==> src/rtl/systolic_mac_array.sv <==
// systolic_mac_array: 4x4 output-stationary systolic array computing C = A x B
// for unsigned 8-bit 4x4 matrices.
//
// Ports
//   clk       single clock, rising edge
//   st_rst    synchronous active-high reset
//   a_in      pre-skewed A wavefront word, row r in byte a_in[8*(3-r)+7 -: 8]
//   b_in      pre-skewed B wavefront word, column c in byte b_in[8*(3-c)+7 -: 8]
//   in_valid  a_in/b_in carry a wavefront word this cycle
//   in_ready  a word is accepted this cycle when in_valid is also high
//   c_out     accumulators, element r*4+c holds C[r][c]
//   done      c_out holds a complete product
//
// A pass is 7 accepted words followed by 3 drain cycles that push zeros in so
// the last operands reach PE(3,3). The first word of a pass loads products
// into the accumulators rather than adding, which clears the previous result.

module systolic_mac_array #(
  parameter int unsigned ACC_W = 32
) (
  input  logic             clk,
  input  logic             st_rst,
  input  logic [31:0]      a_in,
  input  logic [31:0]      b_in,
  input  logic             in_valid,
  output logic             in_ready,
  output logic [ACC_W-1:0] c_out [0:15],
  output logic             done
);

  localparam logic [1:0] IDLE  = 2'd0;
  localparam logic [1:0] RUN   = 2'd1;
  localparam logic [1:0] DRAIN = 2'd2;
  localparam logic [1:0] DONE  = 2'd3;

  logic [1:0]       state_q, state_d;
  // Counts accepted words (1..7) and then drain cycles (7..10).
  logic [3:0]       cnt_q, cnt_d;
  logic [7:0]       a_q   [0:15];
  logic [7:0]       b_q   [0:15];
  logic [ACC_W-1:0] acc_q [0:15];

  logic [7:0]       a_edge [0:3];
  logic [7:0]       b_edge [0:3];
  logic [7:0]       a_op   [0:15];
  logic [7:0]       b_op   [0:15];
  logic [15:0]      prod   [0:15];
  logic [ACC_W-1:0] acc_d  [0:15];

  logic accept, first, advance;

  assign in_ready = (state_q != DRAIN);
  assign accept   = in_valid && in_ready;
  assign first    = accept && ((state_q == IDLE) || (state_q == DONE));
  // Drain advances unconditionally; otherwise only an accepted word moves the grid.
  assign advance  = accept || (state_q == DRAIN);
  assign done     = (state_q == DONE);

  // Edge operands: zeros during drain so nothing new enters the array.
  always_comb begin
    for (int r = 0; r < 4; r++) begin
      a_edge[r] = (state_q == DRAIN) ? 8'd0 : a_in[8*(3-r) +: 8];
      b_edge[r] = (state_q == DRAIN) ? 8'd0 : b_in[8*(3-r) +: 8];
    end
  end

  for (genvar r = 0; r < 4; r++) begin : g_row
    for (genvar c = 0; c < 4; c++) begin : g_col
      if (c == 0) begin : g_a_edge
        assign a_op[r*4+c] = a_edge[r];
      end else begin : g_a_left
        assign a_op[r*4+c] = a_q[r*4+c-1];
      end
      if (r == 0) begin : g_b_edge
        assign b_op[r*4+c] = b_edge[c];
      end else begin : g_b_up
        assign b_op[r*4+c] = b_q[(r-1)*4+c];
      end
      assign prod[r*4+c]  = {8'd0, a_op[r*4+c]} * {8'd0, b_op[r*4+c]};
      assign acc_d[r*4+c] = first ? ACC_W'(prod[r*4+c])
                                  : acc_q[r*4+c] + ACC_W'(prod[r*4+c]);
    end
  end

  always_comb begin
    state_d = state_q;
    cnt_d   = cnt_q;
    unique case (state_q)
      IDLE, DONE: begin
        if (accept) begin
          state_d = RUN;
          cnt_d   = 4'd1;
        end
      end
      RUN: begin
        if (accept) begin
          cnt_d = cnt_q + 4'd1;
          if (cnt_q == 4'd6) state_d = DRAIN;
        end
      end
      DRAIN: begin
        cnt_d = cnt_q + 4'd1;
        if (cnt_q == 4'd9) state_d = DONE;
      end
      default: state_d = IDLE;
    endcase
  end

  always_ff @(posedge clk) begin
    if (st_rst) begin
      state_q <= IDLE;
      cnt_q   <= 4'd0;
      for (int i = 0; i < 16; i++) begin
        a_q[i]   <= 8'd0;
        b_q[i]   <= 8'd0;
        acc_q[i] <= '0;
      end
    end else begin
      state_q <= state_d;
      cnt_q   <= cnt_d;
      if (advance) begin
        for (int i = 0; i < 16; i++) begin
          a_q[i]   <= a_op[i];
          b_q[i]   <= b_op[i];
          acc_q[i] <= acc_d[i];
        end
      end
    end
  end

  always_comb begin
    for (int i = 0; i < 16; i++) c_out[i] = acc_q[i];
  end

endmodule

==> config.mk <==
export PLATFORM = sky130hd
export DESIGN_NAME = systolic_mac_array
export DESIGN_NICKNAME = d
export VERILOG_FILES = /design/src/rtl/systolic_mac_array.sv
export SDC_FILE = /design/constraint.sdc
export NUM_CORES = 2
export LEC_CHECK = 0
export CAP_MARGIN = 20
export CORE_ASPECT_RATIO = 1.75
export CORE_MARGIN = 10
export CORE_UTILIZATION = 50
export DETAILED_ROUTE_END_ITERATION = 10
export PLACE_DENSITY = 0.73
export SYNTH_ARGS = -nofsm -noshare
export SYNTH_HDL_FRONTEND = slang
export SYNTH_SLANG_ARGS = --single-unit
export TNS_END_PERCENT = 10
==> constraint.sdc <==
create_clock -name clk -period 18.35 [get_ports clk]
set_input_delay 1.835 -clock clk [delete_from_list [all_inputs] [get_ports clk]]
set_output_delay 1.835 -clock clk [all_outputs]
set_load 0.005 [all_outputs]
==> flow_metrics.py <==
metrics = {
    "outcome": {
        "outcome": "completed",
    },
    "timing": {
        "hold_violations": 0,
        "setup_viol": 0,
        "slew_violations": 0,
        "hold_ws_ps": 524,
        "fin_skew_ps": 29.4,
        "period_share_pct": 44.6,
        "rsz0062_at_grt": "false",
        "tns_ps": 0,
        "setup_ws_ps": 10170,
        "min_period_ps": 8180,
        "tightest_slew_ps": 1130,
        "max_clock_freq_mhz": 122,
        "relSlewSlack_pct": 24.3,
    },
    "cells_and_area": {
        "syn2layout_area_growth_pct": 14.0,
        "drive_above_1_share_pct": 2.33,
        "nNetsFinal": 10104,
        "nFillCells": 13222,
        "final_util_pct": 57.5,
        "design_area_sq_um": 87200,
    },
    "worst_hold_path": {
        "hold_path_class": "register to register",
        "hold_depth": 2,
        "worstHoldEndpoint": "state_q[0]",
        "min_from": "state_q[0]",
    },
    "routing": {
        "dr.pass1.iters": 5,
        "antenna_left": 0,
        "wirelength_um": 220000,
        "avgViaCountPerCell": 5.68,
        "via_count": 60534,
        "wire_per_inst_um": 20.6,
        "route.detailed.drc": 0,
        "first_iter_violations": 3721,
    },
    "critical_path": {
        "reg2reg_slack_ps": 10440,
        "critPathRequiredTime_ps": 18800,
        "reg2reg_to": "acc_q[0][124]",
        "r2r_cells": 27,
        "r2r_start": "state_q[0]",
        "cp_max_fo": 9,
        "path_class": "input pin to register",
        "critical_path.endpoint_type": "register",
        "critPathLaunchType": "input pin",
        "crit_arrival_ps": 8630,
    },
    "global_routing": {
        "overflow": 0,
        "grtUsageTotal_pct": 25.7,
        "grt_antenna_before_repair": 8,
        "grt_pass1_vias": 63681,
        "grt_pass1_wl_um": 348000,
        "grt_max_degree": 175,
    },
    "clock_tree": {
        "cts-hold-fix-buffers": 0,
        "htreeDepth": 3,
        "clockBufferDepth": 3,
        "cts_tree": "built",
        "cts_buffers": 80,
        "worstSkewPairLatency_ps": 720,
        "cts_resized": 0,
        "cts_root_buf": "clkbuf_16",
        "clkTransAtPathRegs_ps": 60,
        "clock-sinks": 710,
        "cts_setup_buffers": 0,
    },
    "floorplanning": {
        "num_rows": 189,
        "die_x_um": 316,
        "io_pins": 581,
        "die-area_sq_um": 170000,
        "core_sq_um": 152000,
        "die_h_um": 537,
        "start_util_pct": 50.4,
    },
    "yosys": {
        "seq_area_frac_synth_pct": 27.8,
        "synth_warnings": 0,
        "synthDistinctLibCells": 89,
        "synth.ff_latch_count": 710,
        "synth_ff_type": "edfxtp_1",
        "syn_area_sq_um": 76500,
        "synth_cells": 8050,
        "synth_edf_count": 704,
        "avgSynthCellArea_sq_um": 9.50,
        "async_reset_ff_share_pct": 0,
        "synth_nets": 9562,
    },
    "power": {
        "power_density_nw_per_um2": 163,
        "cellLeakagePower_nw": 40.5,
        "peakVddDrop_v": 0.000256,
    },
    "placement": {
        "placed_cell_area_sq_um": 84600,
        "place_ws_ps": 9470,
        "portBuffers": 580,
        "place_hpwl_um": 173000,
        "place.gp.congestion": 1.00,
    },
    "run": {
        "max-cap-violations": 0,
    },
}
## Yosys cell counts (64+ instances only)
cell,instances,area [sq um]
a21o_1,175,1310
a21oi_1,471,2360
and2_1,971,6070
and3_1,84,526
clkbuf_1,145,544
edfxtp_1,704,21100
fa_1,592,11900
ha_1,853,10700
inv_1,934,3510
nand2_1,707,2650
nand3_1,144,721
nand4_1,82,513
nor2_1,461,1730
nor2b_1,154,963
nor3_1,64,320
o21ai_0,256,1280
xnor2_1,323,2830
xor2_1,269,2360
## registers in the layout, summed over array words and instances (netlist names)
register,count
acc_q,512
b_q,96
state_q,2
a_q,96
cnt_q,4
## logic make-up after synthesis
logic type               Yosys count  share of synthesized area, %
multiplexers                       5                        0.0671
flip-flops                       710                          27.8
XOR/XNOR                         592                          6.78
adder cells (fa/ha/maj)         1445                          29.4
buffers and inverters           1091                          5.36
AND/OR/NAND/NOR                 2832                          19.1
AO/OA/AOI/OAI                   1375                          11.4
## per-stage QoR
| step | power [mW] | instances |
|---|---|---|
| 6_report | 14.2 | 10664 |
| 2_1_floorplan | 9.56 | 8050 |
| 3_5_place_dp | 12.4 | 10515 |
| 3_3_place_gp | 12.2 | 10515 |
| 4_1_cts | 14.2 | 10660 |
| 5_1_grt | 15.4 | 10661 |
## per-layer routing
layer | routed length, um | track usage (%)
met2 | 113000 | 47.2
met4 | 8970 | 10.4
met1 | 81500 | 27.9
met3 | 16600 | 6.17
met5 | 55 | 0
## cell type report
class                   instances  area [sq um]  share of cell area (%)
multi-input cells            6249         51200                    58.7
flip-flops and latches        710         21300                    24.4
repair buffers                617          6090                    6.99
inverters                     934          3510                    4.02
well taps                    2005          2510                    2.88
clock buffers                  91          2040                    2.34
clock inverters                54           574                   0.658
diodes                          4          10.0                  0.0115
## where the power goes
part	switching, mW	total, mW	internal, mW
logic	5.50	9.52	4.02
registers	0.564	2.98	2.42
clock network	0.765	1.68	0.912
## how the worst max path moves through the flow
stage                         from  cells past startpoint  slack (ps)       endpoint
after global placement    a_in[11]                     25        9600   acc_q[1][22]
after CTS                 b_in[15]                     26       10250   acc_q[0][91]
final                     b_in[22]                     26       10170   acc_q[0][62]
after global routing      a_in[21]                     25        9670  acc_q[0][157]
after floorplan             st_rst                      3        6970      a_q[0][0]
after detailed placement  b_in[15]                     26        9470   acc_q[0][91]
## cells in the final DEF (no fill, tap or decap), drive strengths merged, types with 19 or more instances in the layout
| master | count |
|---|---|
| a211oi | 61 |
| a21o | 176 |
| a21oi | 472 |
| a22o | 42 |
| a31oi | 44 |
| and2 | 973 |
| and3 | 84 |
| and4 | 19 |
| buf | 38 |
| clkbuf | 91 |
| clkdlybuf4s50 | 579 |
| clkinv | 38 |
| edfxtp | 704 |
| fa | 592 |
| ha | 853 |
| inv | 939 |
| nand2 | 709 |
| nand2b | 35 |
| nand3 | 144 |
| nand4 | 82 |
| nor2 | 462 |
| nor2b | 154 |
| nor3 | 65 |
| o211ai | 29 |
| o21a | 62 |
| o21ai | 260 |
| o21bai | 58 |
| or3 | 51 |
| xnor2 | 323 |
| xor2 | 269 |
## critical path: stages
cell	delay, ps
clkdlybuf4s50_1	470
nor2b_1	490
nand2_1	170
fa_1	520
fa_1	520
inv_1	60
fa_1	480
inv_1	50
fa_1	480
inv_1	40
ha_1	310
o21a_1	230
a21oi_1	260
o21bai_1	140
a21oi_1	220
o21ai_0	150
xor2_1	180
ha_1	390
a21o_1	200
a21o_1	170
a21oi_1	170
nand2_1	70
o21ai_1	630
nor4_1	150
xnor2_1	180
nor2_1	60
(Power assumes the default switching activity.)
